===== config.mk =====
export PLATFORM = sky130hd
export DESIGN_NAME = mem_port_arbiter
export DESIGN_NICKNAME = d
export VERILOG_FILES = /design/src/rtl/mem_port_arbiter.sv
export SDC_FILE = /design/constraint.sdc
export NUM_CORES = 1
export LEC_CHECK = 0
export CORE_ASPECT_RATIO = 1.4
export CORE_MARGIN = 2
export CORE_UTILIZATION = 32
export DETAILED_ROUTE_END_ITERATION = 16
export PLACE_DENSITY = 0.71
export SYNTH_ARGS = -nofsm -noshare
export SYNTH_HDL_FRONTEND = slang
export SYNTH_SLANG_ARGS = --single-unit
export TNS_END_PERCENT = 10

===== constraint.sdc =====
create_clock -name clk -period 3.1 [get_ports clk]
set_input_delay 0.93 -clock clk [delete_from_list [all_inputs] [get_ports clk]]
set_output_delay 0.93 -clock clk [all_outputs]
set_load 0.01 [all_outputs]

===== src/rtl/mem_port_arbiter.sv =====
// mem_port_arbiter: shares one single-ported synchronous memory (1-cycle read
// latency) between instruction fetch and the data unit (ld/st/ldp/stp).
// Data has priority; fetch is forced after STARVE_MAX consecutive data grants.
// Pair accesses issue their second beat from PAIR2 and cannot be interrupted.
// Optional build macro: MEM_PORT_ARBITER_PERF_EN adds perf_if_stall/perf_pair.
module mem_port_arbiter #(
  parameter int AW         = 15,
  parameter int DW         = 16,
  parameter int STARVE_MAX = 4
) (
  input  logic          clk,
  input  logic          rst_n,
  input  logic          if_req,
  input  logic [AW-1:0] if_addr,
  output logic          if_gnt,
  output logic          if_rvalid,
  output logic [DW-1:0] if_rdata,
  input  logic          d_req,
  input  logic          d_we,
  input  logic          d_pair,
  input  logic [AW-1:0] d_addr,
  input  logic [DW-1:0] d_wdata0,
  input  logic [DW-1:0] d_wdata1,
  output logic          d_gnt,
  output logic          d_rvalid,
  output logic [DW-1:0] d_rdata,
  output logic          d_done,
  output logic          mem_en,
  output logic          mem_we,
  output logic [AW-1:0] mem_addr,
  output logic [DW-1:0] mem_wdata,
  input  logic [DW-1:0] mem_rdata,
  output logic          busy
`ifdef MEM_PORT_ARBITER_PERF_EN
  ,
  output logic [15:0]   perf_if_stall,
  output logic [15:0]   perf_pair
`endif
);

  localparam logic [3:0] SMAX = 4'(STARVE_MAX);

  typedef enum logic {ARB, PAIR2} state_t;
  typedef enum logic [1:0] {SRC_NONE, SRC_IF, SRC_D} src_t;

  // Captured second beat of a pair access.
  typedef struct packed {
    logic          we;
    logic [AW-1:0] addr;
    logic [DW-1:0] wdata;
  } beat_t;

  state_t     state, state_nxt;
  src_t       rd_src;
  beat_t      beat2;
  logic [3:0] starve_cnt;
  logic       fetch_force;

  // Fetch wins over data only once data has starved it STARVE_MAX times.
  assign fetch_force = if_req && (starve_cnt == SMAX);

  // State register.
  always_ff @(posedge clk or negedge rst_n) begin
    if (!rst_n) state <= ARB;
    else        state <= state_nxt;
  end

  // Next state: a granted pair moves to PAIR2, PAIR2 always returns to ARB.
  always_comb begin
    state_nxt = state;
    case (state)
      ARB:     if (d_gnt && d_pair) state_nxt = PAIR2;
      PAIR2:   state_nxt = ARB;
      default: state_nxt = ARB;
    endcase
  end

  // Grants and memory command; everything held off while reset is asserted.
  always_comb begin
    if_gnt    = 1'b0;
    d_gnt     = 1'b0;
    mem_en    = 1'b0;
    mem_we    = 1'b0;
    mem_addr  = '0;
    mem_wdata = '0;
    if (rst_n) begin
      case (state)
        ARB: begin
          if (d_req && !fetch_force) begin
            d_gnt     = 1'b1;
            mem_en    = 1'b1;
            mem_we    = d_we;
            mem_addr  = d_addr;
            mem_wdata = d_wdata0;
          end else if (if_req) begin
            if_gnt   = 1'b1;
            mem_en   = 1'b1;
            mem_addr = if_addr;
          end
        end
        PAIR2: begin
          mem_en    = 1'b1;
          mem_we    = beat2.we;
          mem_addr  = beat2.addr;
          mem_wdata = beat2.wdata;
        end
        default: ;
      endcase
    end
  end

  assign busy     = (state == PAIR2);
  assign if_rdata = mem_rdata;
  assign d_rdata  = mem_rdata;

  // Capture the second beat when a pair is granted (address wraps at 2^AW).
  always_ff @(posedge clk or negedge rst_n) begin
    if (!rst_n) begin
      beat2 <= '0;
    end else if (d_gnt && d_pair) begin
      beat2.we    <= d_we;
      beat2.addr  <= d_addr + 1'b1;
      beat2.wdata <= d_wdata1;
    end
  end

  // Consecutive data grants seen by a waiting fetch, saturating at STARVE_MAX.
  always_ff @(posedge clk or negedge rst_n) begin
    if (!rst_n)                         starve_cnt <= '0;
    else if (if_gnt || !if_req)         starve_cnt <= '0;
    else if (d_gnt && starve_cnt < SMAX) starve_cnt <= starve_cnt + 4'd1;
  end

  // Owner of the read returning next cycle, and completion pulse.
  always_ff @(posedge clk or negedge rst_n) begin
    if (!rst_n) begin
      rd_src <= SRC_NONE;
      d_done <= 1'b0;
    end else begin
      if (d_gnt && !d_we)                 rd_src <= SRC_D;
      else if (if_gnt)                    rd_src <= SRC_IF;
      else if (state == PAIR2 && !beat2.we) rd_src <= SRC_D;
      else                                rd_src <= SRC_NONE;
      d_done <= (d_gnt && !d_pair) || (state == PAIR2);
    end
  end

  assign if_rvalid = (rd_src == SRC_IF);
  assign d_rvalid  = (rd_src == SRC_D);

`ifdef MEM_PORT_ARBITER_PERF_EN
  // Saturating fetch-stall and completed-pair counters.
  always_ff @(posedge clk or negedge rst_n) begin
    if (!rst_n) begin
      perf_if_stall <= '0;
      perf_pair     <= '0;
    end else begin
      if (if_req && !if_gnt && perf_if_stall != 16'hFFFF)
        perf_if_stall <= perf_if_stall + 16'd1;
      if (state == PAIR2 && perf_pair != 16'hFFFF)
        perf_pair <= perf_pair + 16'd1;
    end
  end
`endif

endmodule


==> metrics.csv, run 1 <==
metric,value,unit
Final setup viols,0,
WL/cell,14.7,microns
post-DP HPWL,5500,microns
"EDFF count, synth",0,
Crit. End Element,output pin,
number of synthesis warnings,0,
"FF+latch count, synth",40,
Peak supply drop,0.000196,V
# placed instances,482,
"Hold Vio Cnt, Final",0,
startpoint types,input port,
io pins,155,
final wirelength,7260,microns
"commonest non-fill, non-tap cells in the layout","73 x nand2_1, 69 x clkdlybuf4s50_1, 40 x dfrtp_1, 33 x buf_4, 18 x buf_2",
CTS tree,built,
Netlist Area Pre-Place,0.00255,sq mm
Static Leakage,0.00181,uW
min Tclk post-route,3.04,ns
vias,2356,
GRT Util Overall,17.2,%
initial antenna violation count,0,
H-tree depth,2,
PortBufs,106,
Mean Syn Cell Area,8.85,sq um
post-route ant nets,0,
largest net degree at the start of global routing,36,
Row Count,38,
fin nets,479,
Core Footprint,0.00775,sq mm
CTS Sinks,40,
"slowest stage cell, crit path",a221o_1,
drt pass-1 iters,5,
clock latency on the worst-skew pair,0.29,ns
CP Class,in2out,
Residual DRC,0,
worst min path class,in2async,
Starting Density,32.9,%
CTS max path bufs,2,
"Reg clk slew, reported paths",0.08,ns
Root Buffer,clkbuf_8,
Most used DFF post-synth,dfrtp_1,
"Seq/Total Area, Yosys",39.3,%
Overflow after GRT,0,
Cell Pwr Density,385,mW/mm^2
crit share post-route,98.1,%
CP most frequent cell,buf_4,
worst hold slack,0.436,ns
DRT iter0 DRCs,100,
total die area,0.00870,sq mm
P&R area growth vs syn,46.5,%
critical path data required time,2.17,ns
Die Y,110,microns
vias in the first global route,2478,
Worst EP arrival,2.11,ns
layout cell share with drive strength beyond 1,23.9,%
Syn Inst Count,288,
syn_nets,375,
measured slew at the worst slew-check pin,0.423,ns
Post-Layout Cell Count,493,
worst reg2reg setup slack,0.99,ns
Worst path max stage delay,0.34,ns
total CTS buffers,5,
Peak Freq,329,MHz
Die X-Extent,79.4,microns
max cap viols,0,
gpl congestion,0.801,
first-pass GRT wire length,11700,microns
Slew HR,71.6,%
vias per cell,4.78,
Post-synth ARST share,100,%
Worst Skew,0.0132,ns
RSZ-0062 raised after global routing,no,
ANT cells,0,
crit path cell chain,buf_4 > buf_4 > and2_1 > buf_4 > a221o_1 > clkdlybuf4s15_1,
status,"complete, no violations",
"commonest non-fill, non-tap cell in the layout",nand2_1,
Final Max Tran Viols,0,
post-synthesis cell type count,31,
worst-path maximum fanout,6,
## power by group
part           total, uW  internal (uW)  switching, uW
combinational        376            213            163
sequential           644            600           43.4
clock                419            239            180
## path summary, 6_finish.rpt
check,depth (start not counted),startpoint,endpoint
min in group clk,2,beat2[17],beat2[17]
setup / recovery,6,rst_n,mem_addr[10]
max in group asynchronous,3,rst_n,beat2[8]
setup reg to reg,8,starve_cnt[0],beat2[10]
hold reg to reg,2,beat2[17],beat2[17]
hold / removal,1,rst_n,beat2[16]
## Yosys cell counts (4+ instances only)
| master | n | area share (%) |
|---|---|---|
| a221o_1 | 15 | 5.9 |
| a22o_1 | 17 | 5.8 |
| and3_1 | 12 | 2.9 |
| buf_2 | 6 | 1.2 |
| buf_4 | 32 | 9.4 |
| buf_6 | 6 | 2.7 |
| clkbuf_1 | 4 | 0.59 |
| dfrtp_1 | 40 | 39 |
| inv_1 | 8 | 1.2 |
| nand2_1 | 73 | 11 |
| nand4_1 | 4 | 0.98 |
| nor2_1 | 8 | 1.2 |
| nor3_1 | 8 | 1.6 |
| nor4_1 | 4 | 0.98 |
| o21ai_1 | 6 | 1.2 |
| o21ai_2 | 8 | 2.7 |
| xnor2_1 | 13 | 4.5 |
## stage by stage
stage	total power, uW	util (%)	area (sq um)	setup WS, ns	TNS (ns)
floorplan	852	-	2550	0.322	0
global placement	1030	47.7	3700	-0.537	-17.46
detailed placement	1050	47.7	3700	-0.549	-17.59
CTS	1460	48.9	3790	-0.00150	-0.00150
global route	1530	48.2	3730	0.00424	0
finish	1440	48.2	3730	0.0594	0
## sequential cells by signal, summed over array words and instances, names as in the netlist
name        flops
d_done          1
starve_cnt      4
rd_src          2
beat2          32
busy            1
## worst max-delay path, delay by kind of cell
family                 cells  cell delay [ns]
AO/OA/AOI/OAI              1             0.34
AND/OR/NAND/NOR            1             0.15
buffers and inverters      4             0.69
## layer usage
layer  global-route usage, %  share of wire [%]  up-vias
met5                       0                  0        -
met4                    6.77                2.6        0
met3                    3.37                6.0       23
met2                    32.2                 53       80
met1                    18.7                 39     1083
li1                        -                  -     1170
## cell families (layout without fill, tap and decap cells)
kind of cell	after synthesis	count (layout)	synth area share, %
simple gates	123	123	22.1
buf+inv	57	162	15.2
mux	1	1	0.393
xor+xnor	14	14	4.81
flops	40	40	39.3
fa+ha+maj	3	3	1.47
compound gates	50	50	16.7
## cell type report
cell class,count,area [sq um]
clock buffer,6,72.6
fill,748,4020
sequential,40,1000
multi-input combinational,191,1190
timing repair buffer,145,1280
inverter,9,33.8
tap,100,125
clock inverter,2,35.0
## timing repair
action	in CTS	in global routing
pin swaps	9	3
setup buffers	2	0
gates resized for setup	104	25
hold buffers	0	0
gates cloned	1	0
hold endpoints to repair	0	0
setup endpoints to repair	35	32
Power figures use the tool's default switching activity.
==> run 2: changes to the inputs <==
==> constraint.sdc (replaced) <==
create_clock -name clk -period 3.4 [get_ports clk]
set_input_delay 1.02 -clock clk [delete_from_list [all_inputs] [get_ports clk]]
set_output_delay 1.02 -clock clk [all_outputs]
set_load 0.01 [all_outputs]
==> run 2 against run 1 <==
Net effect:
- die area did not move
- non-clock buffer count fell by 2
- register-to-register slack better by 0.13 ns
- via count up 0.47%
- design area down 1.0%
- largest power group unchanged
- critical path depth grew 1
- worst setup slack lost 0.0038 ns
- critical path type unchanged
- combinational power is 9.0% lower
==> metrics.csv, run 2 (synthesized netlist as in run 1, its figures left out) <==
metric,value,unit
Worst Skew,0.00734,ns
"Hold Vio Cnt, Final",0,
Root Buffer,clkbuf_8,
DRT iter0 DRCs,73,
Peak supply drop,0.000158,V
startpoint types,input port,
Row Count,38,
largest net degree at the start of global routing,47,
measured slew at the worst slew-check pin,0.523,ns
RSZ-0062 raised after global routing,no,
Placed Area,0.00362,sq mm
ANT cells,0,
initial antenna violation count,0,
status,"complete, no violations",
Static Leakage,0.00182,uW
H-tree depth,2,
post-route ant nets,0,
"commonest non-fill, non-tap cell in the layout",nand2_1,
Cell Pwr Density,339,mW/mm^2
gpl congestion,0.841,
post-DP HPWL,5300,microns
Sequential cell area,0.00100,sq mm
Final setup viols,0,
vias in the first global route,2496,
Die X-Extent,79.4,microns
PortBufs,106,
Biggest register,beat2,
"commonest non-fill, non-tap cells in the layout","73 x nand2_1, 69 x clkdlybuf4s50_1, 40 x dfrtp_1, 32 x buf_4, 30 x buf_2",
max reg flops,32,
io pins,155,
Residual DRC,0,
top flop regs,"beat2 (32), starve_cnt (4), rd_src (2)",
worst min path class,reg2reg,
clock latency on the worst-skew pair,0.29,ns
WL/cell,15.2,microns
CP Class,in2out,
Die Y,110,microns
worst hold slack,0.473,ns
Peak Freq,299,MHz
Filler cells,757,
first-pass GRT wire length,11700,microns
Worst EP arrival,2.32,ns
Slew HR,65.1,%
max cap viols,0,
CTS tree,built,
crit share post-route,98.4,%
Finished Cell Area,0.00369,sq mm
layout cell share with drive strength beyond 1,22.8,%
crit path cell chain,dlygate4sd2_1 > and4b_2 > nor2_4 > bufbuf_16 > buf_4 > a22o_1 > buf_2,
CTS max path bufs,2,
area occupied by multi-input gates,0.00119,sq mm
total die area,0.00870,sq mm
Starting Density,32.9,%
vias,2367,
drt pass-1 iters,4,
P&R area growth vs syn,45.0,%
Core Footprint,0.00775,sq mm
"Reg clk slew, reported paths",0.08,ns
Overflow after GRT,0,
GRT Util Overall,17.2,%
final wirelength,7440,microns
"slowest stage cell, crit path",bufbuf_16,
Worst path max stage delay,0.29,ns
vias per cell,4.82,
Crit. End Element,output pin,
critical path data required time,2.38,ns
min Tclk post-route,3.34,ns
worst-path maximum fanout,6,
total CTS buffers,5,
fin nets,477,
Final Max Tran Viols,0,
CTS Sinks,40,
[run 2: cell count changes in the layout (fill, tap and decap cells not counted), moves of 2 or more]
cell and change:
dlygate4sd2_1 +3, buf_12 -3, buf_2 +12, clkbuf_2 -13, clkdlybuf4s15_1 -2
[run 2: final cells by class]
class	count	area share, %
Sequential cell	40	27.1
Inverter	9	0.914
Timing Repair Buffer	143	34.1
Multi-Input combinational cell	191	32.1
Tap cell	100	3.39
Clock buffer	8	2.44
[run 2: layer usage]
| metal | vias up | routed length (microns) | track usage [%] |
|---|---|---|---|
| met4 | 0 | 112 | 5.67 |
| met2 | 63 | 4040 | 33.2 |
| met3 | 18 | 440 | 3.53 |
| met1 | 1118 | 2850 | 18.2 |
| li1 | 1168 | - | - |
| met5 | - | 0 | 0 |
[run 2: final timing paths]
| path | start | end | slack [ns] | cells past startpoint |
|---|---|---|---|---|
| worst max register to register | starve_cnt[0] | beat2[29] | 1.12 | 10 |
| worst max-delay path | if_req | mem_wdata[1] | 0.06 | 7 |
| worst min-delay path | beat2[25] | beat2[25] | 0.47 | 2 |
| worst min register to register | beat2[25] | beat2[25] | 0.47 | 2 |
| min in group asynchronous | rst_n | beat2[27] | 0.72 | 2 |
| max in group asynchronous | rst_n | beat2[13] | 2.31 | 2 |
[run 2: power breakdown]
| part | internal [uW] | switching, uW |
|---|---|---|
| clock network | 166 | 158 |
| registers | 547 | 38.8 |
| logic | 192 | 150 |
| total | 905 | 347 |
[run 2: what timing repair did]
action,in CTS,in global routing
hold buffers,0,0
resized for setup,131,2
setup buffers,4,0
endpoints found under the setup margin,34,6
gates cloned,2,0
pin swaps,2,1
[run 2: critical path: cells and delay by family]
family | cells | cell delay [ns]
buffers and inverters | 4 | 0.78
AOI/OAI and AO/OA | 1 | 0.12
and+or+nand+nor | 2 | 0.39
[run 2: through the flow]
step           worst slack (ns)  utilization, %  total power, uW  cells  setup TNS, ns
2_1_floorplan             0.442               -              777    288              0
3_3_place_gp             -0.434            46.8              935    477         -13.56
3_5_place_dp             -0.431            46.8              946    477         -13.67
4_1_cts                  0.0212            47.6             1270    491              0
5_1_grt                 0.00780            47.7             1330    491              0
6_report                 0.0556            47.7             1250    491              0
==> run 3: changes to the inputs <==
--- a/config.mk
+++ b/config.mk
@@ -7,9 +7,9 @@
 export LEC_CHECK = 0
 export CORE_ASPECT_RATIO = 1.4
 export CORE_MARGIN = 2
-export CORE_UTILIZATION = 32
+export CORE_UTILIZATION = 38
 export DETAILED_ROUTE_END_ITERATION = 16
-export PLACE_DENSITY = 0.71
+export PLACE_DENSITY = 0.82
 export SYNTH_ARGS = -nofsm -noshare
 export SYNTH_HDL_FRONTEND = slang
 export SYNTH_SLANG_ARGS = --single-unit
==> run 3 against run 2 <==
Net effect:
- largest power group unchanged
- highest routed layer unchanged
- global-route usage is 3.0 points higher
- final cell count is 5.1% lower
- design area is 0.27% higher
- critical path depth is 1 higher
==> metrics.csv, run 3 (synthesized netlist as in run 1, its figures left out) <==
metric,value,unit
status,"complete, no violations",
post-route ant nets,0,
Post-Layout Cell Count,466,
Final Max Tran Viols,0,
Worst Skew,0.00442,ns
Filler cells,605,
Core Footprint,0.00653,sq mm
Starting Density,39.1,%
"Reg clk slew, reported paths",0.08,ns
worst hold slack,0.475,ns
clock latency on the worst-skew pair,0.29,ns
Cell Pwr Density,333,mW/mm^2
CTS max path bufs,2,
Residual DRC,0,
vias in the first global route,2483,
area occupied by multi-input gates,0.00119,sq mm
initial antenna violation count,0,
Comb pwr share,28.0,%
Sw Pwr,352,uW
CTS Sinks,40,
total CTS buffers,5,
Static Leakage,0.00182,uW
top flop regs,"beat2 (32), starve_cnt (4), rd_src (2)",
sequential share of power,47.5,%
layout cell share with drive strength beyond 1,20.9,%
gpl congestion,0.848,
Root Buffer,clkbuf_8,
Crit. End Element,output pin,
worst-case reg-to-reg path depth,9,
"Hold Vio Cnt, Final",0,
H-tree depth,2,
measured slew at the worst slew-check pin,0.435,ns
Switching Share,28.5,%
Placed Area,0.00361,sq mm
clock network power share,24.5,%
crit share post-route,99.8,%
Row Count,35,
Final setup viols,0,
Overflow after GRT,0,
total die area,0.00739,sq mm
"commonest non-fill, non-tap cell in the layout",nand2_1,
worst min path class,reg2reg,
min Tclk post-route,3.39,ns
largest net degree at the start of global routing,37,
Die Y,101,microns
startpoint types,input port,
Finished Cell Area,0.00370,sq mm
critical path data required time,2.38,ns
P&R area growth vs syn,45.4,%
Slew HR,71.0,%
Worst EP arrival,2.37,ns
io pins,155,
max reg flops,32,
Biggest register,beat2,
fin nets,479,
Peak Freq,295,MHz
# placed instances,450,
ANT cells,0,
WL/cell,15.7,microns
post-DP HPWL,5390,microns
hold path cells,2,
Peak supply drop,0.000185,V
drt pass-1 iters,4,
final wirelength,7330,microns
CTS tree,built,
PortBufs,106,
Int Power,882,uW
first-pass GRT wire length,11700,microns
vias,2423,
Total Neg Setup Slack,0,ns
CP Class,in2out,
Die X-Extent,73.2,microns
GRT Util Overall,20.2,%
DRT iter0 DRCs,94,
Sequential cell area,0.00100,sq mm
worst-path maximum fanout,4,
# hold bufs at CTS,0,
vias per cell,5.20,
max cap viols,0,
"commonest non-fill, non-tap cells in the layout","73 x nand2_1, 70 x clkdlybuf4s50_1, 40 x dfrtp_1, 32 x buf_4, 20 x buf_2",
==> run 3: power groups by stage <==
stage               Combinational [uW]  Sequential, uW  Clock (uW)
detailed placement                 352             597           0
global route                       380             597         330
global placement                   341             592           0
finish                             345             586         302
CTS                                346             587         311
floorplan                          193             584           0
==> run 3: metal layers <==
metal / GRT usage, % / vias up / part of all wire, %
met5: 0 / - / 0
met4: 6.98 / 0 / 2.6
met3: 5.00 / 27 / 7.6
met2: 36.5 / 86 / 52
met1: 22.5 / 1138 / 38
li1: - / 1172 / -
==> run 3: per-stage QoR <==
stage	util (%)	setup slack, ns	total power, uW
6_report	56.8	0.00616	1230
5_1_grt	56.8	-0.0313	1310
4_1_cts	56.5	0.00893	1240
3_5_place_dp	55.3	-0.424	949
3_3_place_gp	55.3	-0.418	933
2_1_floorplan	-	0.442	777
==> run 3: area by class of cell <==
type                            instances  area share, %
Sequential cell                        40           27.0
Clock buffer                            6           1.96
Inverter                                9          0.912
Multi-Input combinational cell        191           32.0
Tap cell                               74           2.50
Clock inverter                          1          0.135
Timing Repair Buffer                  145           35.5
==> run 3: worst max-delay path: stages <==
cell	delay, ns
dlygate4sd2_1	0.27
nand3b_1	0.13
buf_4	0.15
buf_6	0.12
buf_4	0.13
nor3_2	0.17
a221o_1	0.13
clkdlybuf4s15_2	0.24
==> run 3: timing repair <==
| action | in CTS | in global routing |
|---|---|---|
| setup endpoints to repair | 34 | 2 |
| pin swaps | 3 | 0 |
| buffers inserted | 7 | 1 |
| endpoints found under the hold margin | 0 | 0 |
| gates cloned | 1 | 0 |
| gates resized for setup | 101 | 3 |
==> run 3: final timing paths <==
path	slack, ns	endpoint	start
min reg2reg	0.47	beat2[17]	beat2[17]
min in group asynchronous	0.54	busy	rst_n
max	0.006	mem_addr[10]	d_req
max in group asynchronous	2.10	beat2[1]	rst_n
min	0.47	beat2[17]	beat2[17]
max reg2reg	1.07	beat2[6]	starve_cnt[0]
